==> src/rtl/uart_pkg.sv <==
// Shared UART definitions: receiver state encoding, frame geometry and a
// parity helper used when the receiver is built with UART_RX_PARITY_EN.
package uart_pkg;

  localparam int UART_DATA_BITS = 8;
  localparam int UART_OVERSAMPLE = 16;

  typedef enum logic [2:0] {
    RX_IDLE   = 3'd0,
    RX_START  = 3'd1,
    RX_DATA   = 3'd2,
    RX_PARITY = 3'd3,
    RX_STOP   = 3'd4
  } rx_state_e;

  // Even parity: data bits plus parity bit must XOR to zero.
  function automatic logic parity_mismatch(input logic [UART_DATA_BITS-1:0] data,
                                           input logic parity_bit);
    return ^{data, parity_bit};
  endfunction

endpackage

==> src/rtl/uart_sync.sv <==
// Multi-stage synchroniser for an asynchronous line that idles high.
// Every stage resets to 1 so a reset never looks like a start bit.
module uart_sync #(
  parameter int STAGES = 2
) (
  input  logic clock,
  input  logic reset,
  input  logic d_i,
  output logic q_o
);

  logic [STAGES-1:0] chain_q;

  // Shift the asynchronous input through the flop chain.
  always_ff @(posedge clock) begin
    if (reset) chain_q <= '1;
    else       chain_q <= {chain_q[STAGES-2:0], d_i};
  end

  assign q_o = chain_q[STAGES-1];

endmodule

==> src/rtl/uart_rx.sv <==
// 8N1 UART receiver with oversampled mid-bit sampling and a one-entry
// output register. Optional even parity (11-bit frame) is compiled in with
// the UART_RX_PARITY_EN macro, which also adds the parity_error port.
//
// state      | meaning
// -----------+-------------------------------------------------------------
// RX_IDLE    | waiting for a falling edge (re-armed by a high sample)
// RX_START   | confirming the start bit at its middle
// RX_DATA    | sampling 8 data bits LSB-first at mid-bit
// RX_PARITY  | sampling the even-parity bit (parity build only)
// RX_STOP    | sampling the stop bit, then handing the byte to the output
module uart_rx
  import uart_pkg::*;
#(
  parameter int OVERSAMPLE  = UART_OVERSAMPLE,
  parameter int SYNC_STAGES = 2
) (
  input  logic                      clock,
  input  logic                      reset,
  input  logic                      uart_tick,
  input  logic                      rx_signal,
  input  logic                      rx_read,
  output logic [UART_DATA_BITS-1:0] rx_data,
  output logic                      rx_valid,
  output logic                      frame_error,
  output logic                      overrun,
  output logic                      busy
`ifdef UART_RX_PARITY_EN
  ,
  output logic                      parity_error
`endif
);

  localparam int TW = $clog2(OVERSAMPLE);
  localparam int BW = $clog2(UART_DATA_BITS);
  localparam logic [TW-1:0] HALF_LAST = TW'(OVERSAMPLE / 2 - 1);
  localparam logic [TW-1:0] FULL_LAST = TW'(OVERSAMPLE - 1);
  localparam logic [BW-1:0] LAST_BIT  = BW'(UART_DATA_BITS - 1);

  logic                      rx_sync;
  rx_state_e                 state_q;
  logic [TW-1:0]             tick_cnt_q;
  logic [BW-1:0]             bit_idx_q;
  logic [UART_DATA_BITS-1:0] shift_q;
  logic                      armed_q;
  logic                      busy_q;
  logic                      commit_q;
  logic                      ferr_pend_q;
  logic [UART_DATA_BITS-1:0] rx_data_q;
  logic                      rx_valid_q;
  logic                      frame_error_q;
  logic                      overrun_q;
`ifdef UART_RX_PARITY_EN
  logic                      perr_flag_q;
  logic                      perr_pend_q;
  logic                      parity_error_q;
`endif

  uart_sync #(
    .STAGES(SYNC_STAGES)
  ) u_sync (
    .clock(clock),
    .reset(reset),
    .d_i  (rx_signal),
    .q_o  (rx_sync)
  );

  // Frame FSM: advances only on uart_tick; raises one-cycle commit/error
  // requests that the output register acts on the following clock.
  // armed_q blocks a new start until the line has been seen high, so a
  // held-low line (break) yields a single framing error.
  always_ff @(posedge clock) begin
    if (reset) begin
      state_q     <= RX_IDLE;
      tick_cnt_q  <= '0;
      bit_idx_q   <= '0;
      shift_q     <= '0;
      armed_q     <= 1'b0;
      busy_q      <= 1'b0;
      commit_q    <= 1'b0;
      ferr_pend_q <= 1'b0;
`ifdef UART_RX_PARITY_EN
      perr_flag_q <= 1'b0;
      perr_pend_q <= 1'b0;
`endif
    end else begin
      commit_q    <= 1'b0;
      ferr_pend_q <= 1'b0;
`ifdef UART_RX_PARITY_EN
      perr_pend_q <= 1'b0;
`endif
      if (uart_tick) begin
        case (state_q)
          RX_IDLE: begin
            if (!armed_q) begin
              if (rx_sync) armed_q <= 1'b1;
            end else if (!rx_sync) begin
              state_q    <= RX_START;
              tick_cnt_q <= '0;
              busy_q     <= 1'b1;
            end
          end
          RX_START: begin
            if (tick_cnt_q == HALF_LAST) begin
              tick_cnt_q <= '0;
              if (!rx_sync) begin
                state_q   <= RX_DATA;
                bit_idx_q <= '0;
              end else begin
                state_q <= RX_IDLE;
                busy_q  <= 1'b0;
              end
            end else begin
              tick_cnt_q <= tick_cnt_q + 1'b1;
            end
          end
          RX_DATA: begin
            if (tick_cnt_q == FULL_LAST) begin
              tick_cnt_q         <= '0;
              shift_q[bit_idx_q] <= rx_sync;
              if (bit_idx_q == LAST_BIT) begin
`ifdef UART_RX_PARITY_EN
                state_q <= RX_PARITY;
`else
                state_q <= RX_STOP;
`endif
              end else begin
                bit_idx_q <= bit_idx_q + 1'b1;
              end
            end else begin
              tick_cnt_q <= tick_cnt_q + 1'b1;
            end
          end
`ifdef UART_RX_PARITY_EN
          RX_PARITY: begin
            if (tick_cnt_q == FULL_LAST) begin
              tick_cnt_q  <= '0;
              perr_flag_q <= parity_mismatch(shift_q, rx_sync);
              state_q     <= RX_STOP;
            end else begin
              tick_cnt_q <= tick_cnt_q + 1'b1;
            end
          end
`endif
          RX_STOP: begin
            if (tick_cnt_q == FULL_LAST) begin
              tick_cnt_q <= '0;
              state_q    <= RX_IDLE;
              busy_q     <= 1'b0;
              if (rx_sync) begin
`ifdef UART_RX_PARITY_EN
                commit_q    <= !perr_flag_q;
                perr_pend_q <= perr_flag_q;
`else
                commit_q    <= 1'b1;
`endif
              end else begin
                // A bad stop bit outranks a parity error.
                ferr_pend_q <= 1'b1;
                armed_q     <= 1'b0;
              end
            end else begin
              tick_cnt_q <= tick_cnt_q + 1'b1;
            end
          end
          default: begin
            state_q    <= RX_IDLE;
            tick_cnt_q <= '0;
            busy_q     <= 1'b0;
          end
        endcase
      end
    end
  end

  // One-entry output register with read handshake and error pulses.
  // A commit coinciding with rx_read replaces the byte without overrun.
  always_ff @(posedge clock) begin
    if (reset) begin
      rx_data_q      <= '0;
      rx_valid_q     <= 1'b0;
      frame_error_q  <= 1'b0;
      overrun_q      <= 1'b0;
`ifdef UART_RX_PARITY_EN
      parity_error_q <= 1'b0;
`endif
    end else begin
      frame_error_q  <= ferr_pend_q;
      overrun_q      <= commit_q && rx_valid_q && !rx_read;
`ifdef UART_RX_PARITY_EN
      parity_error_q <= perr_pend_q;
`endif
      if (commit_q) begin
        rx_data_q  <= shift_q;
        rx_valid_q <= 1'b1;
      end else if (rx_read) begin
        rx_valid_q <= 1'b0;
      end
    end
  end

  assign rx_data      = rx_data_q;
  assign rx_valid     = rx_valid_q;
  assign frame_error  = frame_error_q;
  assign overrun      = overrun_q;
  assign busy         = busy_q;
`ifdef UART_RX_PARITY_EN
  assign parity_error = parity_error_q;
`endif

endmodule

==> config.mk <==
export PLATFORM = sky130hd
export DESIGN_NAME = uart_rx
export DESIGN_NICKNAME = d
export VERILOG_FILES = /design/src/rtl/uart_pkg.sv /design/src/rtl/uart_sync.sv /design/src/rtl/uart_rx.sv
export SDC_FILE = /design/constraint.sdc
export NUM_CORES = 1
export LEC_CHECK = 0
export CAP_MARGIN = 20
export CORE_ASPECT_RATIO = 0.6
export CORE_UTILIZATION = 26
export DETAILED_ROUTE_END_ITERATION = 7
export PLACE_DENSITY_LB_ADDON = 0.15
export SLEW_MARGIN = 25
export SYNTH_ARGS = -nofsm -noshare
export SYNTH_HDL_FRONTEND = slang
export SYNTH_HIERARCHICAL = 1
export SYNTH_SLANG_ARGS = --single-unit
==> constraint.sdc <==
create_clock -name clock -period 2.4 [get_ports clock]
set_input_delay 0.72 -clock clock [delete_from_list [all_inputs] [get_ports clock]]
set_output_delay 0.72 -clock clock [all_outputs]
set_load 0.005 [all_outputs]
==> results of run 1 <==
[worst paths after layout]
| kind | endpoint | startpoint | cells past startpoint | slack, ps |
|---|---|---|---|---|
| worst max-delay path | bit_idx_q[2]$_SDFFE_PP0P_ | uart_tick | 4 | 360 |
| worst min-delay path | u_sync/chain_q[1]$_SDFF_PP1_ | u_sync/chain_q[0]$_SDFF_PP1_ | 1 | 420 |
| worst max register to register | bit_idx_q[2]$_SDFFE_PP0P_ | state_q[0]$_SDFFE_PP0P_ | 4 | 420 |
| worst min register to register | u_sync/chain_q[1]$_SDFF_PP1_ | u_sync/chain_q[0]$_SDFF_PP1_ | 1 | 420 |
[synthesized netlist by cell type]
cell,count
and4_1,1
nor3b_1,4
o211ai_1,1
o41ai_1,1
o2bb2a_4,1
or3b_1,1
nand2b_1,2
and3_1,1
nor2b_1,5
o21ai_0,7
or2_1,2
nor3_1,2
nand4b_1,2
clkbuf_1,9
or4b_1,2
clkbuf_2,1
xnor2_1,3
or4_1,1
o41a_1,1
or3b_2,1
a21oi_1,10
ha_1,3
dfxtp_1,35
nor2_1,21
and3b_1,1
nand3_1,6
buf_2,3
a31oi_1,2
o32ai_1,2
a311oi_1,1
inv_1,2
nor4_1,3
nor4bb_1,2
nand4bb_1,1
nand4_1,6
mux2_2,1
mux2i_1,16
nand3b_1,4
nand2_1,8
a211oi_1,1
[logic make-up (layout without fill, tap and decap cells)]
logic type | count (synthesis) | after routing
buffers and inverters | 15 | 33
AND/OR/NAND/NOR | 76 | 76
AO/OA/AOI/OAI | 27 | 27
multiplexers | 17 | 17
flip-flops | 35 | 35
adder cells (fa/ha/maj) | 3 | 3
XOR/XNOR | 3 | 3
[flip-flops by register name, summed over array words and instances (netlist names)]
signal          flops
armed_q             1
bit_idx_q           3
busy                1
commit_q            1
ferr_pend_q         1
frame_error         1
overrun             1
rx_data             8
rx_valid            1
shift_q             8
state_q             3
tick_cnt_q          4
u_sync/chain_q      2
[layer usage]
metal	wire length [µm]	vias to the layer above
met5	0	-
met4	28	0
met3	198	2
met2	1410	39
met1	1980	618
li1	-	669
[critical path: cells and delay by family]
family | cells | cell delay (ps)
simple gates | 2 | 790
buf+inv | 1 | 590
compound gates | 1 | 150
[cell type report]
type / instances / area [µm²] / share of cell area (%)
tap: 80 / 100 / 4.98
timing repair buffer: 23 / 213 / 10.6
clock inverter: 3 / 67.6 / 3.36
multi-input combinational: 126 / 853 / 42.4
sequential: 35 / 701 / 34.8
inverter: 2 / 7.51 / 0.373
clock buffer: 5 / 68.8 / 3.42
[cells in the final DEF (no fill, tap or decap), drive strengths merged, types with 3 or more instances in the layout]
master         instances
nand4                  6
a21oi                 10
o21ai                  7
nor4                   3
buf                    7
nor2                  21
nand3                  6
ha                     3
nand2                  8
clkdlybuf4s50         16
xnor2                  3
dfxtp                 35
nor2b                  5
mux2i                 16
clkbuf                 5
nand3b                 4
nor3b                  4
[report_power, final]
part / leakage (nW) / switching, mW / internal, mW / total (mW)
registers: 0.283 / 0.00606 / 0.584 / 0.590
logic: 0.353 / 0.0209 / 0.0197 / 0.0406
clock network: 0.0644 / 0.220 / 0.414 / 0.634
total: 0.700 / 0.246 / 1.02 / 1.26
==> key figures, run 1 <==
Routing
  • Via count: 1,328
  • Drt pass-1 iters: 4
  • DRC: 0
  • Antenna Nets Post-Route: 0
  • Wire per inst: 13.2 µm
  • Drt first-iter violations: 74
  • Post-Route WL: 3.62 mm
  • Post-DR vias/cell: 4.85

Die
  • Initial Util: 27.9%
  • Die width: 104 µm
  • Chip height: 63.1 µm
  • I/O pins: 17
  • Die area: 6540 µm²
  • Core area: 5780 µm²
  • Site Rows: 21

Clocking
  • # clock sinks: 35
  • Number of CTS-inserted buffers: 5
  • H-tree lvl count: 2
  • CTS clk-pin slew, worst paths: 70 ps
  • Longest Clk Path Bufs: 2
  • CTS tree: done
  • Setup bufs post-CTS: 0
  • Cts repair resizes: 0
  • Hold_buf cts: 0
  • Clk_lat worst skew: 280 ps
  • Root buf cell: clkbuf_8

Synth
  • Synthesis Warnings: 6
  • Most area-consuming cells after synthesis: dfxtp_1, mux2i_1, nor2_1
  • Synth cell types: 40
  • Yosys top cell by area: dfxtp_1
  • Largest family of logic cells by synthesized area: simple AND/OR/NAND/NOR gates
  • Synth Area in XOR/XNOR: 1.63%
  • Adder-cell share of the synthesized area: 2.32%
  • Multiplexer area fraction after synthesis: 10.6%
  • Synth Area per Inst: 9.18 µm²
  • Synth Area in Simple Gates: 27.2%
  • Synthesized area: 1620 µm²
  • Post-synth top area share: 43.4%
  • Register area share after synthesis: 43.4%
  • Compound-gate portion of the synthesized area: 11.1%
  • Syn_nets: 184
  • Post-Synthesis Cells: 176
  • Number of synthesized register bits: 35

Cells and area
  • Fillers: 604
  • Nets: 201
  • Finished Core Util: 34.8%
  • Ant. Diodes: 0
  • Final Cell Area: 2010 µm²
  • Cell Count, Final, Fillers Out: 274
  • Share of layout cells above drive strength 1: 9.28%
  • Area Growth Syn to Fin: 24.5%

Global route
  • GRT overflow: 0
  • GRT Max-Usage Layer: met1
  • Grt met2 use: 16.2%
  • Initial antenna violation count: 0
  • GRT Resource Usage Total: 11.5%
  • Vias in the first global route: 1,208
  • Largest net degree at the start of global routing: 19
  • M1 GR Usage: 16.5%
  • Met3 Use GR: 3.42%
  • First-pass GRT wire length: 5.89 mm

Power
  • Leak: 0.700 nW
  • Maximum vdd ir drop: 0.000226 V
  • Pwr dens: 629 nW/µm²
  • Power Total: 1.26 mW

Timing
  • Pins Over Slew Limit: 0
  • Final hold violation count: 0
  • Normalized max-slew margin: 64.5%
  • FMAX: 0.491 GHz
  • Final setup margin: 361 ps
  • RSZ-0062 raised after global routing: no
  • TNS Setup: 0 ps
  • Period utilisation layout: 84.9%
  • Setup violators final: 0
  • Tmin final: 2040 ps
  • Worst Skew: 7.29 ps
  • WHS: 421 ps
  • Worst Tran Pin Value: 532 ps

Placement
  • Setup Slack @ Placement: 104 ps
  • Detail Placement HPWL: 2.63 mm
  • Placer congestion estimate: 0.765
  • DP Area: 1870 µm²
  • IO Port Bufs: 16
  • # placed instances: 266

Critical path
  • Worst setup SP type: primary input
  • CP Capture Type: flop
  • CP peak stage delay: 590 ps
  • Crit path max fanout: 7
  • Cell chain of the critical path: clkdlybuf4s50_1 -> nand3_1 -> or4b_1 -> a21oi_1
  • CP Class: primary input to flop
  • Worst Path Arrival: 2250 ps
  • CP required: 2610 ps
  • Critical Path Slowest Stage Cell: clkdlybuf4s50_1

Status
  • Status: completed

Worst hold path
  • Hold WC Path Type: flop to flop

Flow run
  • Maxcap violations: 0
(Power assumes the default switching activity.)
==> inputs of run 2 (changes only) <==
Clock period 2.4 ns to 1.8 ns, I/O delays scaled along.
==> key figures, run 2 (synthesis gave the netlist of run 1 again) <==
Timing
  • Worst Skew: 3.73 ps (-3.56 ps)
  • Final hold violation count: 0 (unchanged)
  • Tmin final: 1760 ps
  • Worst Tran Pin Value: 552 ps (+20.2 ps)
  • TNS Setup: 0 ps (unchanged)
  • Pins Over Slew Limit: 0 (unchanged)
  • Period utilisation layout: 97.9%
  • WHS: 410 ps (-11.6 ps)
  • Setup violators final: 0 (unchanged)
  • FMAX: 0.567 GHz
  • Normalized max-slew margin: 63.1% (-1.3 points)

Clocking
  • Hold_buf cts: 0 (unchanged)
  • CTS tree: done
  • Root buf cell: clkbuf_8
  • Clk_lat worst skew: 280 ps (about the same)
  • # clock sinks: 35 (unchanged)
  • Longest Clk Path Bufs: 2 (unchanged)
  • CTS clk-pin slew, worst paths: 70 ps (about the same)
  • Number of CTS-inserted buffers: 5 (unchanged)
  • H-tree lvl count: 2 (unchanged)

Critical path
  • Stages on the worst setup path: 5 (+1)
  • R2R Setup Slk: 40 ps (-380 ps)
  • Cell chain of the critical path: clkdlybuf4s50_1 -> buf_4 -> o41ai_1 -> nor3_1 -> mux2_2
  • CP Buf/Inv Count: 2 (+1)
  • R2r worst-path depth: 6 (+2)
  • Critical path origin: uart_tick
  • Crit path max fanout: 6 (-1)
  • CP required: 1980 ps (-630 ps)
  • Critical Path Slowest Stage Cell: clkdlybuf4s50_1
  • R2r startpoint: bit_idx_q[0]$_SDFFE_PP0P_
  • CP Class: primary input to flop
  • CP peak stage delay: 470 ps (-120 ps)
  • Worst setup SP type: primary input
  • Worst Path Arrival: 1940 ps (-310 ps)
  • CP Capture Type: flop
  • Top delay family on crit path: buffers and inverters

Status
  • Status: completed

Routing
  • Wire per inst: 13.3 µm (+0.54%)
  • Post-Route WL: 3.80 mm (+4.9%)
  • Drt pass-1 iters: 4 (unchanged)
  • DRC: 0 (unchanged)
  • Via count: 1,413 (+6.4%)
  • Drt first-iter violations: 69 (-6.8%)
  • Post-DR vias/cell: 4.94 (+1.9%)
  • Antenna Nets Post-Route: 0 (unchanged)

Global route
  • Largest net degree at the start of global routing: 16 (-3)
  • First-pass GRT wire length: 6.58 mm (+12%)
  • GRT Resource Usage Total: 12.7% (+1.2 points)
  • GRT overflow: 0 (unchanged)
  • Vias in the first global route: 1,386 (+15%)
  • Initial antenna violation count: 0 (unchanged)

Power
  • Pwr dens: 695 nW/µm² (+10%)
  • Leak: 0.749 nW (+7.0%)
  • Maximum vdd ir drop: 0.000232 V (+2.4%)

Cells and area
  • Area Growth Syn to Fin: 31.9%
  • Most frequent cells in the layout: dfxtp_1, nor2_1, buf_4
  • Ant. Diodes: 0 (unchanged)
  • Commonest non-fill, non-tap cell in the layout: dfxtp_1
  • Fillers: 611 (+1.2%)
  • Nets: 213 (+6.0%)
  • Share of layout cells above drive strength 1: 19.4% (+10 points)

Die
  • I/O pins: 17 (unchanged)
  • Site Rows: 21 (unchanged)
  • Core area: 5780 µm² (unchanged)
  • Die area: 6540 µm² (unchanged)
  • Die width: 104 µm (unchanged)
  • Initial Util: 27.9% (unchanged)
  • Chip height: 63.1 µm (unchanged)

Flow run
  • Maxcap violations: 0 (unchanged)

Worst hold path
  • Hold WC Path Type: flop to flop
  • Worst hold start: u_sync/chain_q[0]$_SDFF_PP1_
  • Worst hold path stage count: 1 (unchanged)

Placement
  • IO Port Bufs: 16 (unchanged)
  • Placer congestion estimate: 0.772 (+0.90%)
  • Detail Placement HPWL: 2.72 mm (+3.3%)
==> run 2: changes by cell type in the layout (fill, tap and decap cells not counted), sizes merged <==
cell	before	now
bufinv	2	0
buf	7	19
clkinvlp	1	0
clkbuf	5	8
==> run 2: per-layer routing <==
metal  track usage, %  wire length (µm)
met1             18.4              2000
met2             17.2              1510
met3             3.52               240
met4             5.54                46
met5                0                 0
==> run 2: timing repair <==
item,in CTS,in global routing
pin swaps,2,2
endpoints found under the setup margin,2,7
buffers inserted,0,2
resized for setup,1,10
==> run 2: power by group <==
group          internal, mW  switching, mW  total, mW
Clock                 0.349          0.277      0.627
Sequential            0.779        0.00424      0.784
Combinational        0.0348         0.0356     0.0704
==> run 2: cell type report <==
class	instances	area (µm²)	share of cell area, %
tap	80	100	4.70
timing repair buffer	35	328	15.4
inverter	2	7.51	0.352
multi-input combinational	126	892	41.9
clock buffer	8	100	4.70
sequential	35	703	33.0
==> run 2: worst register-to-register path: stages, from the launching register on <==
cell      delay [ps]
dfxtp_2          320
ha_2             180
ha_2             170
nand2b_4         130
o2bb2a_4         230
or4b_4           510
a21oi_2          140
==> run 2: worst paths after layout <==
path,endpoint
max,state_q[2]$_SDFFE_PP0P_
min,u_sync/chain_q[1]$_SDFF_PP1_
max reg2reg,bit_idx_q[1]$_SDFFE_PP0P_
min reg2reg,u_sync/chain_q[1]$_SDFF_PP1_
==> run 2: through the flow <==
step                      setup WS (ps)  cells  area (µm²)  util [%]  total power [mW]
final                              37.7    286        2130      36.9              1.48
after global routing              -2.14    286        2130      36.9              1.55
after CTS                          13.4    284        2080      35.9              1.51
after detailed placement           -251    276        1970      34.2             0.870
after global placement             -236    276        1970      34.2             0.870
after floorplan                    42.1    176        1620         -             0.834
